File: src/rtl/reg_bank_sweep.sv
// Addressable WIDTH x DEPTH register bank with one write port, two registered
// read ports (true + complement) and a one-entry-per-cycle clear sweep.
module reg_bank_sweep #(
  parameter  int WIDTH = 4,
  parameter  int DEPTH = 8,
  localparam int AW    = $clog2(DEPTH)
) (
  input  logic             clk,
  input  logic             reset,
  input  logic             we,
  input  logic [AW-1:0]    waddr,
  input  logic [WIDTH-1:0] wdata,
  output logic             wr_drop,
  input  logic             re_a,
  input  logic [AW-1:0]    raddr_a,
  output logic [WIDTH-1:0] rdata_a,
  output logic [WIDTH-1:0] rdata_a_n,
  input  logic             re_b,
  input  logic [AW-1:0]    raddr_b,
  output logic [WIDTH-1:0] rdata_b,
  output logic [WIDTH-1:0] rdata_b_n,
  input  logic             clr,
  output logic             busy
);

  localparam logic [AW:0]   DEPTH_W = (AW+1)'(DEPTH);
  localparam logic [AW-1:0] LAST    = AW'(DEPTH - 1);

  typedef enum logic {
    ST_IDLE  = 1'b0,
    ST_CLEAR = 1'b1
  } state_t;

  state_t           state_q, state_d;
  logic [AW-1:0]    ptr_q, ptr_d;
  logic [WIDTH-1:0] mem_q [DEPTH];
  logic [WIDTH-1:0] mem_d [DEPTH];
  logic [WIDTH-1:0] rdata_a_q, rdata_a_d;
  logic [WIDTH-1:0] rdata_a_n_q, rdata_a_n_d;
  logic [WIDTH-1:0] rdata_b_q, rdata_b_d;
  logic [WIDTH-1:0] rdata_b_n_q, rdata_b_n_d;
  logic             wr_drop_q, wr_drop_d;

  logic             wr_ok;
  logic [WIDTH-1:0] rd_a, rd_b;

  // Reads see the array as it was before this edge, except that an accepted
  // same-edge write to the same address is forwarded; addresses past the end
  // read as zero.
  function automatic logic [WIDTH-1:0] port_read(input logic [AW-1:0] ra,
                                                 input logic          fwd,
                                                 input logic [AW-1:0] wa,
                                                 input logic [WIDTH-1:0] wd);
    logic [WIDTH-1:0] v;
    v = '0;
    if ({1'b0, ra} < DEPTH_W) begin
      if (fwd && (wa == ra)) v = wd;
      else                   v = mem_q[ra];
    end
    return v;
  endfunction

  always_comb begin
    state_d = state_q;
    ptr_d   = ptr_q;
    mem_d   = mem_q;

    wr_ok     = we && (state_q == ST_IDLE) && !clr && ({1'b0, waddr} < DEPTH_W);
    wr_drop_d = we && !wr_ok;

    rd_a = port_read(raddr_a, wr_ok, waddr, wdata);
    rd_b = port_read(raddr_b, wr_ok, waddr, wdata);

    rdata_a_d   = re_a ? rd_a  : rdata_a_q;
    rdata_a_n_d = re_a ? ~rd_a : rdata_a_n_q;
    rdata_b_d   = re_b ? rd_b  : rdata_b_q;
    rdata_b_n_d = re_b ? ~rd_b : rdata_b_n_q;

    if (wr_ok) mem_d[waddr] = wdata;

    unique case (state_q)
      ST_IDLE: begin
        if (clr) begin
          state_d = ST_CLEAR;
          ptr_d   = '0;
        end
      end
      ST_CLEAR: begin
        mem_d[ptr_q] = '0;
        if (ptr_q == LAST) begin
          state_d = ST_IDLE;
          ptr_d   = '0;
        end else begin
          ptr_d = ptr_q + AW'(1);
        end
      end
      default: begin
        state_d = ST_IDLE;
        ptr_d   = '0;
      end
    endcase
  end

  // Register stage: array, read outputs and control all reset asynchronously.
  always_ff @(posedge clk or posedge reset) begin
    if (reset) begin
      state_q     <= ST_IDLE;
      ptr_q       <= '0;
      wr_drop_q   <= 1'b0;
      rdata_a_q   <= '0;
      rdata_a_n_q <= '1;
      rdata_b_q   <= '0;
      rdata_b_n_q <= '1;
      for (int i = 0; i < DEPTH; i++) mem_q[i] <= '0;
    end else begin
      state_q     <= state_d;
      ptr_q       <= ptr_d;
      wr_drop_q   <= wr_drop_d;
      rdata_a_q   <= rdata_a_d;
      rdata_a_n_q <= rdata_a_n_d;
      rdata_b_q   <= rdata_b_d;
      rdata_b_n_q <= rdata_b_n_d;
      for (int i = 0; i < DEPTH; i++) mem_q[i] <= mem_d[i];
    end
  end

  assign wr_drop   = wr_drop_q;
  assign rdata_a   = rdata_a_q;
  assign rdata_a_n = rdata_a_n_q;
  assign rdata_b   = rdata_b_q;
  assign rdata_b_n = rdata_b_n_q;
  assign busy      = (state_q == ST_CLEAR);

endmodule

File: config.mk
export PLATFORM = sky130hd
export DESIGN_NAME = reg_bank_sweep
export DESIGN_NICKNAME = d
export VERILOG_FILES = /design/src/rtl/reg_bank_sweep.sv
export SDC_FILE = /design/constraint.sdc
export NUM_CORES = 1
export LEC_CHECK = 0
export ABC_AREA = 1
export CORE_MARGIN = 2
export CORE_UTILIZATION = 25
export CTS_BUF_LIST = sky130_fd_sc_hd__clkbuf_16
export DETAILED_ROUTE_END_ITERATION = 10
export PLACE_DENSITY = 0.45
export SLEW_MARGIN = 20
export SYNTH_ARGS = -nofsm -noshare
export SYNTH_HDL_FRONTEND = slang
export SYNTH_SLANG_ARGS = --single-unit
File: constraint.sdc
create_clock -name clk -period 2.2 [get_ports clk]
set_clock_uncertainty 0.05 [all_clocks]
set_input_delay 0.44 -clock clk [delete_from_list [all_inputs] [get_ports clk]]
set_output_delay 0.44 -clock clk [all_outputs]
set_load 0.05 [all_outputs]
# ---- After elaboration in Yosys (flattened, before gate mapping)
# Index checks and enable logic that the tools add are counted.
dict set report totals {
  register_bits 53
  inputBits 19
  elab_cells 65
}
dict set report classes {
  muxes 21
  n_bitwise 9
  eq_ne 4
  magnitude_cmp 6
  add_sub_neg 1
  reduce_logical 9
}
# operator n
set ops {}
lappend ops {{two-way mux 32 bit} 2}
lappend ops {{AND 32 bit} 1}
lappend ops {{bitwise mux 32 bit} 1}
lappend ops {{two-way mux 4 bit} 8}
lappend ops {{inverter 32 bit} 1}
lappend ops {{binary-select mux 4 bit (select 3 bit)} 2}
lappend ops {{demux 4 bit (select 3 bit)} 2}
lappend ops {{>= comparator 4 bit (second input constant)} 4}
lappend ops {{inverter 3 -> 4 bit} 4}
lappend ops {{< comparator 4 x 1 -> 1 bit (second input constant)} 2}
lappend ops {{inverter 4 bit} 2}
lappend ops {{logical AND 1 bit} 7}
lappend ops {{== test 3 bit} 2}
lappend ops {{two-way mux 3 bit} 2}
lappend ops {{case mux 3 bit (2 select lines)} 1}
lappend ops {{adder 3 x 1 -> 3 bit (second input constant)} 1}
lappend ops {{== test 3 bit (second input constant)} 1}
lappend ops {{logical NOT 1 bit} 2}
lappend ops {{two-way mux 1 bit} 2}
lappend ops {{!= test 2 bit (second input constant)} 1}
lappend ops {{case mux 1 bit (2 select lines)} 1}
lappend ops {{inverter 1 bit} 1}

# ---- Longest topological paths before layout
# Gate-level depths: netlist of the first run.
dict set report depth {
  ltp_word 9
  mapped_depth 10
}

# ---- Least setup slack after synthesis of the first run
# No wires, ideal clock.
dict set report synth_timing {
  path_kind {reg-to-reg}
  from {reg state_q, in the netlist busy}
  to {reg rdata_a_q[1], in the netlist rdata_a[1]}
  arrival_time_ps 1453
  setup_ps 118
  stages_incl_launch_ff 9
  synth_period_minus_slack_ps 1621
  path_buffers 0
  path_slack_ps 579
  required_ps 2032
  cell_sequence {dfrtp_1 > nor2_4 > nand2_4 > nor2_2 > nand2_2 > inv_2 > nand2_1 > nand3_1 > nand2_1}
}
dict set report synth_between {
  elab_chain_cells 5
}
# item line_no
set synth_lines {}
lappend synth_lines {{start, declared} 34} ;# state_t state_q, state_d;
lappend synth_lines {{start signal, assigned} 116} ;# state_q <= state_d;
lappend synth_lines {{inverter 1 bit} n/a}
lappend synth_lines {{logical AND 1 bit (2 in a row)} 68} ;# wr_ok = we && (state_q == ST_IDLE) && !clr && ({1'b0, waddr} < DEPTH_W);
lappend synth_lines {{logical AND 1 bit} 57} ;# if (fwd && (wa == ra)) v = wd;
lappend synth_lines {{two-way mux 4 bit} 57}
lappend synth_lines {{end signal, assigned} 119} ;# rdata_a_q <= rdata_a_d;
lappend synth_lines {{end, declared} 38} ;# logic [WIDTH-1:0] rdata_a_q, rdata_a_d;
# No other way between the ends.
# A chain may end at the register's enable or synchronous reset.

# ---- Worst setup path in the final report of the first run
dict set report layout_timing {
  from {reg rdata_a_n_q[1], in the netlist rdata_a_n[1]}
  to {out rdata_a_n[1]}
}
# item line_no
set layout_rtl {}
lappend layout_rtl {{start, declared} 39} ;# logic [WIDTH-1:0] rdata_a_n_q, rdata_a_n_d;
lappend layout_rtl {{start signal, assigned} 120} ;# rdata_a_n_q <= rdata_a_n_d;
lappend layout_rtl {{end, declared} 17} ;# output logic [WIDTH-1:0] rdata_a_n,
# No word-level cell between the ends.

==> qor.txt, run 1 <==
run status - finished, final reports clean
RSZ-0062 raised after global routing - false
global route total overflow - 0
TritonCTS clock tree - built
I/O pins - 37
first-pass GRT wire length - 16000 um
Die Area - 13300 sq um
fin crit period - 2.12 ns
CTS H-tree depth - 2
Buf/Inv on CP - 1
dpl cell area - 3770 sq um
core footprint - 12100 sq um
Warnings, synthesis - 0
Top Family by Delay on Critical Path - buffers and inverters
area taken by flip-flops and latches - 1340 sq um
post-DR vias/cell - 4.51
NumNets Final - 520
Global Route met2 Usage - 0.251
total wire length - 9710 um
count of distinct cell types in the synthesized netlist - 22
worst relative slew slack - 0.653
reported max-cap violation count - 0
cell taking the most area after synthesis - sky130_fd_sc_hd__dfrtp_1
worst setup path category - flip-flop to output port
post-route worst hold slack - 0.415 ns
clock buffer count from CTS - 5
cell row count - 40
Seq/Total Area, Yosys - 0.430
DRC violation total after the first TritonRoute iteration - 161
number of global-route vias before repair - 3104
Worst Setup Start Kind - flip-flop
final count of hold timing violations - 0
sum of negative setup slack - 0 ns
Die Y-Extent - 116 um
most crowded layer after global routing - met2
data arrival time of the critical path - 1.63 ns
post-route fraction of the period consumed by the critical path - 0.964
syn_area_per_cell - 6.88 sq um
Finished Core Util - 0.324
growth of design area from synthesis to finish - 25.9%
antenna violations before repair - 0
die width - 116 um
flip-flop and latch count after synthesis - 53
synth top area cells - sky130_fd_sc_hd__dfrtp_1 36%, sky130_fd_sc_hd__nand2_1 17%, sky130_fd_sc_hd__nand3_1 12%, sky130_fd_sc_hd__nor2_1 8.0%, sky130_fd_sc_hd__dfstp_2 6.8%
crit end category - output port
actual slew at the worst max-slew pin - 0.519 ns
TritonRoute pass-1 iters - 5
worst-path cell chain - clkdlybuf4s50_1
number of synthesized flops with an enable pin - 0
clock root cell - sky130_fd_sc_hd__clkbuf_16
M1 GR Usage - 0.217
critical path data required time - 1.71 ns
clock-pin transition on the worst setup and hold timing paths - 0.06 ns
Largest stage delay, worst path - 0.80 ns
final setup violating endpoints - 0
peak clock frequency supported by timing - 471 MHz
worst slack at placement - 0.0989 ns
static leakage - 1.88 nW
largest net degree at the start of global routing - 32
commonest cells in the netlist - 139 x sky130_fd_sc_hd__nand2_1, 77 x sky130_fd_sc_hd__nand3_1, 66 x sky130_fd_sc_hd__nor2_1
number of I/O port buffers - 36
Worst Slack Setup Final - 0.0782 ns
Async SR Flop Fraction - 1.00
VDD IR-drop max - 0.593 mV
average wire per standard cell - 14.5 um
number of clock sinks - 53
share of the synthesized area in the top cell type - 0.362
grt met3 use - 0.0319
slowest CP cell - sky130_fd_sc_hd__clkdlybuf4s50_1
post-DP HPWL - 7540 um
final std cell area, no fill - 3910 sq um
DR vias - 3014
maximum fanout along the worst path - 2
leading cell type by number of instances after synthesis - sky130_fd_sc_hd__nand2_1
starting utilization of the core area - 0.258
routability cong. - 0.842
total count of max-transition violations in the final report - 0
share of post-route cells with drive strength above 1 - 0.120
number of resized instances in the post-cts repair step - 0
instance count of the mapped netlist - 452
multi-input logic area - 1570 sq um
kind of path behind the tightest hold check - flip-flop to flip-flop
number of buffers inserted to repair setup after CTS - 0
count of filler cells inserted in the layout - 1292
prevailing post-synth register cell - sky130_fd_sc_hd__dfrtp_1
final routed DRC violation total - 0
clock latency reported for the late side of the worst-skew pair - 0.30 ns
overall fraction of global-route tracks in use - 0.157
hold_buf cts - 0
diode insertion count for antenna repair - 0
number of buffers between clock root and the deepest sink - 2
Mapped Area - 3110 sq um
post-detailed-route count of antenna-violating nets - 0
syn_nets - 473
Pwr Density - 911 nW/um^2
report_power, final:
group | leakage, nW | internal, mW | total (mW) | switching, mW
registers | 0.687 | 1.24 | 1.45 | 0.209
logic | 1.12 | 0.458 | 1.34 | 0.886
clock network | 0.0748 | 0.415 | 0.772 | 0.358
cells in the final DEF, fill, tap and decap left out:
| cell | n |
|---|---|
| sky130_fd_sc_hd__nand2_1 | 139 |
| sky130_fd_sc_hd__nand3_1 | 77 |
| sky130_fd_sc_hd__nor2_1 | 66 |
| sky130_fd_sc_hd__dfrtp_1 | 45 |
| sky130_fd_sc_hd__clkdlybuf4s50_1 | 35 |
| sky130_fd_sc_hd__inv_1 | 26 |
| sky130_fd_sc_hd__nor3_1 | 25 |
| sky130_fd_sc_hd__buf_4 | 17 |
| sky130_fd_sc_hd__nand2_2 | 10 |
| sky130_fd_sc_hd__inv_2 | 9 |
| sky130_fd_sc_hd__a21oi_1 | 9 |
| sky130_fd_sc_hd__o22ai_1 | 8 |
| sky130_fd_sc_hd__dfstp_2 | 8 |
| sky130_fd_sc_hd__clkbuf_16 | 5 |
| sky130_fd_sc_hd__nor2_4 | 4 |
| sky130_fd_sc_hd__clkinv_1 | 4 |
| sky130_fd_sc_hd__o21ai_0 | 2 |
| sky130_fd_sc_hd__ha_1 | 2 |
| sky130_fd_sc_hd__clkinv_2 | 2 |
| sky130_fd_sc_hd__buf_12 | 2 |
| sky130_fd_sc_hd__nand2_4 | 1 |
| sky130_fd_sc_hd__nor2_2 | 1 |
| sky130_fd_sc_hd__xor2_1 | 1 |
| sky130_fd_sc_hd__a21oi_4 | 1 |
| sky130_fd_sc_hd__nand3b_1 | 1 |
path summary, 6_finish.rpt:
| kind | start | endpoint | slack (ns) | cells past startpoint |
|---|---|---|---|---|
| max in group asynchronous | reset | mem_q[15] | 1.10 | 3 |
| min in group asynchronous | reset | rdata_b[0] | 0.45 | 2 |
| max | rdata_a_n[1] | rdata_a_n[1] | 0.08 | 1 |
| min | rdata_b_n[3] | rdata_b_n[3] | 0.42 | 2 |
| min reg2reg | rdata_b_n[3] | rdata_b_n[3] | 0.42 | 2 |
| max reg2reg | busy | rdata_a[2] | 0.63 | 8 |
routing by layer:
metal	routed length, um	vias up
li1	-	1541
met1	4800	1410
met2	4350	59
met3	467	4
met4	92	0
met5	0	-
kinds of logic after synthesis:
logic type | after synthesis | share of synthesized area
AOI/OAI and AO/OA | 20 | 0.0390
xor gates and xnor gates | 1 | 0.00282
adders and majority gates | 2 | 0.00805
buffers and inverters | 52 | 0.0660
DFF | 53 | 0.430
and+or+nand+nor | 324 | 0.454
final cells by class:
type,count,share of cell area
Timing Repair Buffer,54,0.132
Clock buffer,5,0.0320
Tap cell,168,0.0537
Sequential cell,53,0.341
Clock inverter,3,0.00352
Inverter,38,0.0364
Multi-Input combinational cell,347,0.401
flip-flops by register name, summed over array words and instances (netlist names):
| register | flops |
|---|---|
| busy | 1 |
| rdata_b_n | 4 |
| rdata_a | 4 |
| rdata_a_n | 4 |
| wr_drop | 1 |
| ptr_q | 3 |
| mem_q | 32 |
| rdata_b | 4 |
metrics by stage:
step / cells / power, mW
2_1_floorplan: 452 / 2.35
3_3_place_gp: 660 / 2.81
3_5_place_dp: 660 / 2.82
4_1_cts: 668 / 3.61
5_1_grt: 668 / 3.83
6_report: 668 / 3.56
(Power assumes the default switching activity.)
==> run 2, diff against run 1 <==
--- a/config.mk
+++ b/config.mk
@@ -6,9 +6,10 @@
 export NUM_CORES = 1
 export LEC_CHECK = 0
 export ABC_AREA = 1
+export CAP_MARGIN = 20
+export CORE_ASPECT_RATIO = 1.25
 export CORE_MARGIN = 2
 export CORE_UTILIZATION = 25
-export CTS_BUF_LIST = sky130_fd_sc_hd__clkbuf_16
 export DETAILED_ROUTE_END_ITERATION = 10
 export PLACE_DENSITY = 0.45
 export SLEW_MARGIN = 20
==> qor.txt, run 2 (same netlist as run 1, synthesis figures left out) <==
DP Cell Count - 653
final cell count without fillers - 661
CTS H-tree depth - 2
maximum fanout along the worst path - 2
number of global-route vias before repair - 2944
clock latency reported for the late side of the worst-skew pair - 0.30 ns
hold_buf cts - 0
core footprint - 12200 sq um
actual slew at the worst max-slew pin - 0.573 ns
data arrival time of the critical path - 1.63 ns
kind of path behind the tightest hold check - input port to asynchronous set/reset pin
most common cell after layout, fill and taps aside - sky130_fd_sc_hd__nand2_1
top library cells by usage in the layout, fill and taps aside - 139 x sky130_fd_sc_hd__nand2_1, 77 x sky130_fd_sc_hd__nand3_1, 66 x sky130_fd_sc_hd__nor2_1, 45 x sky130_fd_sc_hd__dfrtp_1, 35 x sky130_fd_sc_hd__clkdlybuf4s50_1
post-detailed-route count of antenna-violating nets - 0
worst-path cell chain - clkdlybuf4s50_1
clock-pin transition on the worst setup and hold timing paths - 0.07 ns
Die Area - 13400 sq um
worst slack at placement - 0.138 ns
slowest CP cell - sky130_fd_sc_hd__clkdlybuf4s50_1
Largest stage delay, worst path - 0.80 ns
DRC violation total after the first TritonRoute iteration - 135
Global Route met2 Usage - 0.265
Pwr Density - 951 nW/um^2
overall fraction of global-route tracks in use - 0.153
static leakage - 1.87 nW
TritonCTS clock tree - built
Worst Slack Setup Final - 0.0786 ns
crit end category - output port
I/O pins - 37
cell row count - 45
largest net degree at the start of global routing - 31
flip-flop count of the largest register, all copies and words added - 32
number of I/O port buffers - 36
number of buffers inserted to repair setup after CTS - 0
post-DP HPWL - 7560 um
Die Y-Extent - 129 um
Worst Setup Start Kind - flip-flop
average wire per standard cell - 14.7 um
Most flops, register - mem_q
critical path data required time - 1.71 ns
die width - 104 um
global route total overflow - 0
final routed DRC violation total - 0
clock buffer count from CTS - 5
antenna violations before repair - 0
post-DR vias/cell - 4.60
growth of design area from synthesis to finish - 25.4%
M1 GR Usage - 0.190
starting utilization of the core area - 0.256
peak clock frequency supported by timing - 471 MHz
most crowded layer after global routing - met2
routability cong. - 0.878
total wire length - 9740 um
grt met3 use - 0.0238
diode insertion count for antenna repair - 0
first-pass GRT wire length - 16000 um
Buf/Inv on CP - 1
clock root cell - sky130_fd_sc_hd__clkbuf_16
total count of max-transition violations in the final report - 0
sum of negative setup slack - 0 ns
final count of hold timing violations - 0
NumNets Final - 517
final setup violating endpoints - 0
run status - finished, final reports clean
post-route fraction of the period consumed by the critical path - 0.964
DR vias - 3038
post-route worst hold slack - 0.395 ns
number of resized instances in the post-cts repair step - 0
worst setup path category - flip-flop to output port
TritonRoute pass-1 iters - 4
Top Family by Delay on Critical Path - buffers and inverters
count of filler cells inserted in the layout - 1359
worst relative slew slack - 0.617
share of post-route cells with drive strength above 1 - 0.115
reported max-cap violation count - 0
VDD IR-drop max - 0.601 mV
number of clock sinks - 53
fin crit period - 2.12 ns
number of buffers between clock root and the deepest sink - 2
RSZ-0062 raised after global routing - false
[run 2: stage by stage]
step	util	total power [mW]	instance area (sq um)
floorplan	-	2.35	3110
global route	0.321	3.97	3900
global placement	0.307	2.83	3730
finish	0.321	3.71	3900
detailed placement	0.307	2.82	3730
CTS	0.321	3.75	3900
[run 2: final timing paths]
| kind | from | to | slack (ns) | cells past startpoint |
|---|---|---|---|---|
| worst max-delay path | rdata_a_n[2] | rdata_a_n[2] | 0.08 | 1 |
| worst min register to register | rdata_b_n[1] | rdata_b_n[1] | 0.42 | 2 |
| worst min-delay path | reset | mem_q[30] | 0.39 | 2 |
| min in group clk | rdata_b_n[1] | rdata_b_n[1] | 0.42 | 2 |
| worst max register to register | busy | rdata_b[3] | 0.62 | 7 |
| max in group asynchronous | reset | rdata_a_n[3] | 1.18 | 3 |
[run 2: final cells by class]
cell class / count / area (sq um) / area share
clock buffer: 6 / 129 / 0.0331
clock inverter: 2 / 35.0 / 0.00899
inverter: 38 / 143 / 0.0366
multi-input combinational: 347 / 1570 / 0.402
sequential: 53 / 1340 / 0.343
tap: 164 / 205 / 0.0526
timing repair buffer: 51 / 483 / 0.124
[run 2: per-layer routing]
| layer | vias to the layer above | part of all wire |
|---|---|---|
| li1 | 1537 | - |
| met1 | 1408 | 0.45 |
| met2 | 78 | 0.48 |
| met3 | 15 | 0.035 |
| met4 | 0 | 0.032 |
| met5 | - | 0 |
[run 2: report_power, final]
group / total [mW] / internal (mW) / leakage (nW) / switching (mW)
Clock: 0.914 / 0.537 / 0.0808 / 0.377
Sequential: 1.46 / 1.24 / 0.687 / 0.227
Combinational: 1.33 / 0.452 / 1.10 / 0.878
Total: 3.71 / 2.23 / 1.87 / 1.48
==> run 3, diff against run 2 <==
--- a/config.mk
+++ b/config.mk
@@ -12,7 +12,9 @@
 export CORE_UTILIZATION = 25
 export DETAILED_ROUTE_END_ITERATION = 10
 export PLACE_DENSITY = 0.45
+export SKIP_LAST_GASP = 1
 export SLEW_MARGIN = 20
 export SYNTH_ARGS = -nofsm -noshare
 export SYNTH_HDL_FRONTEND = slang
 export SYNTH_SLANG_ARGS = --single-unit
+export TNS_END_PERCENT = 10
==> results of run 3 <==
Final layout, timing and power as in run 2 (identical DEF).
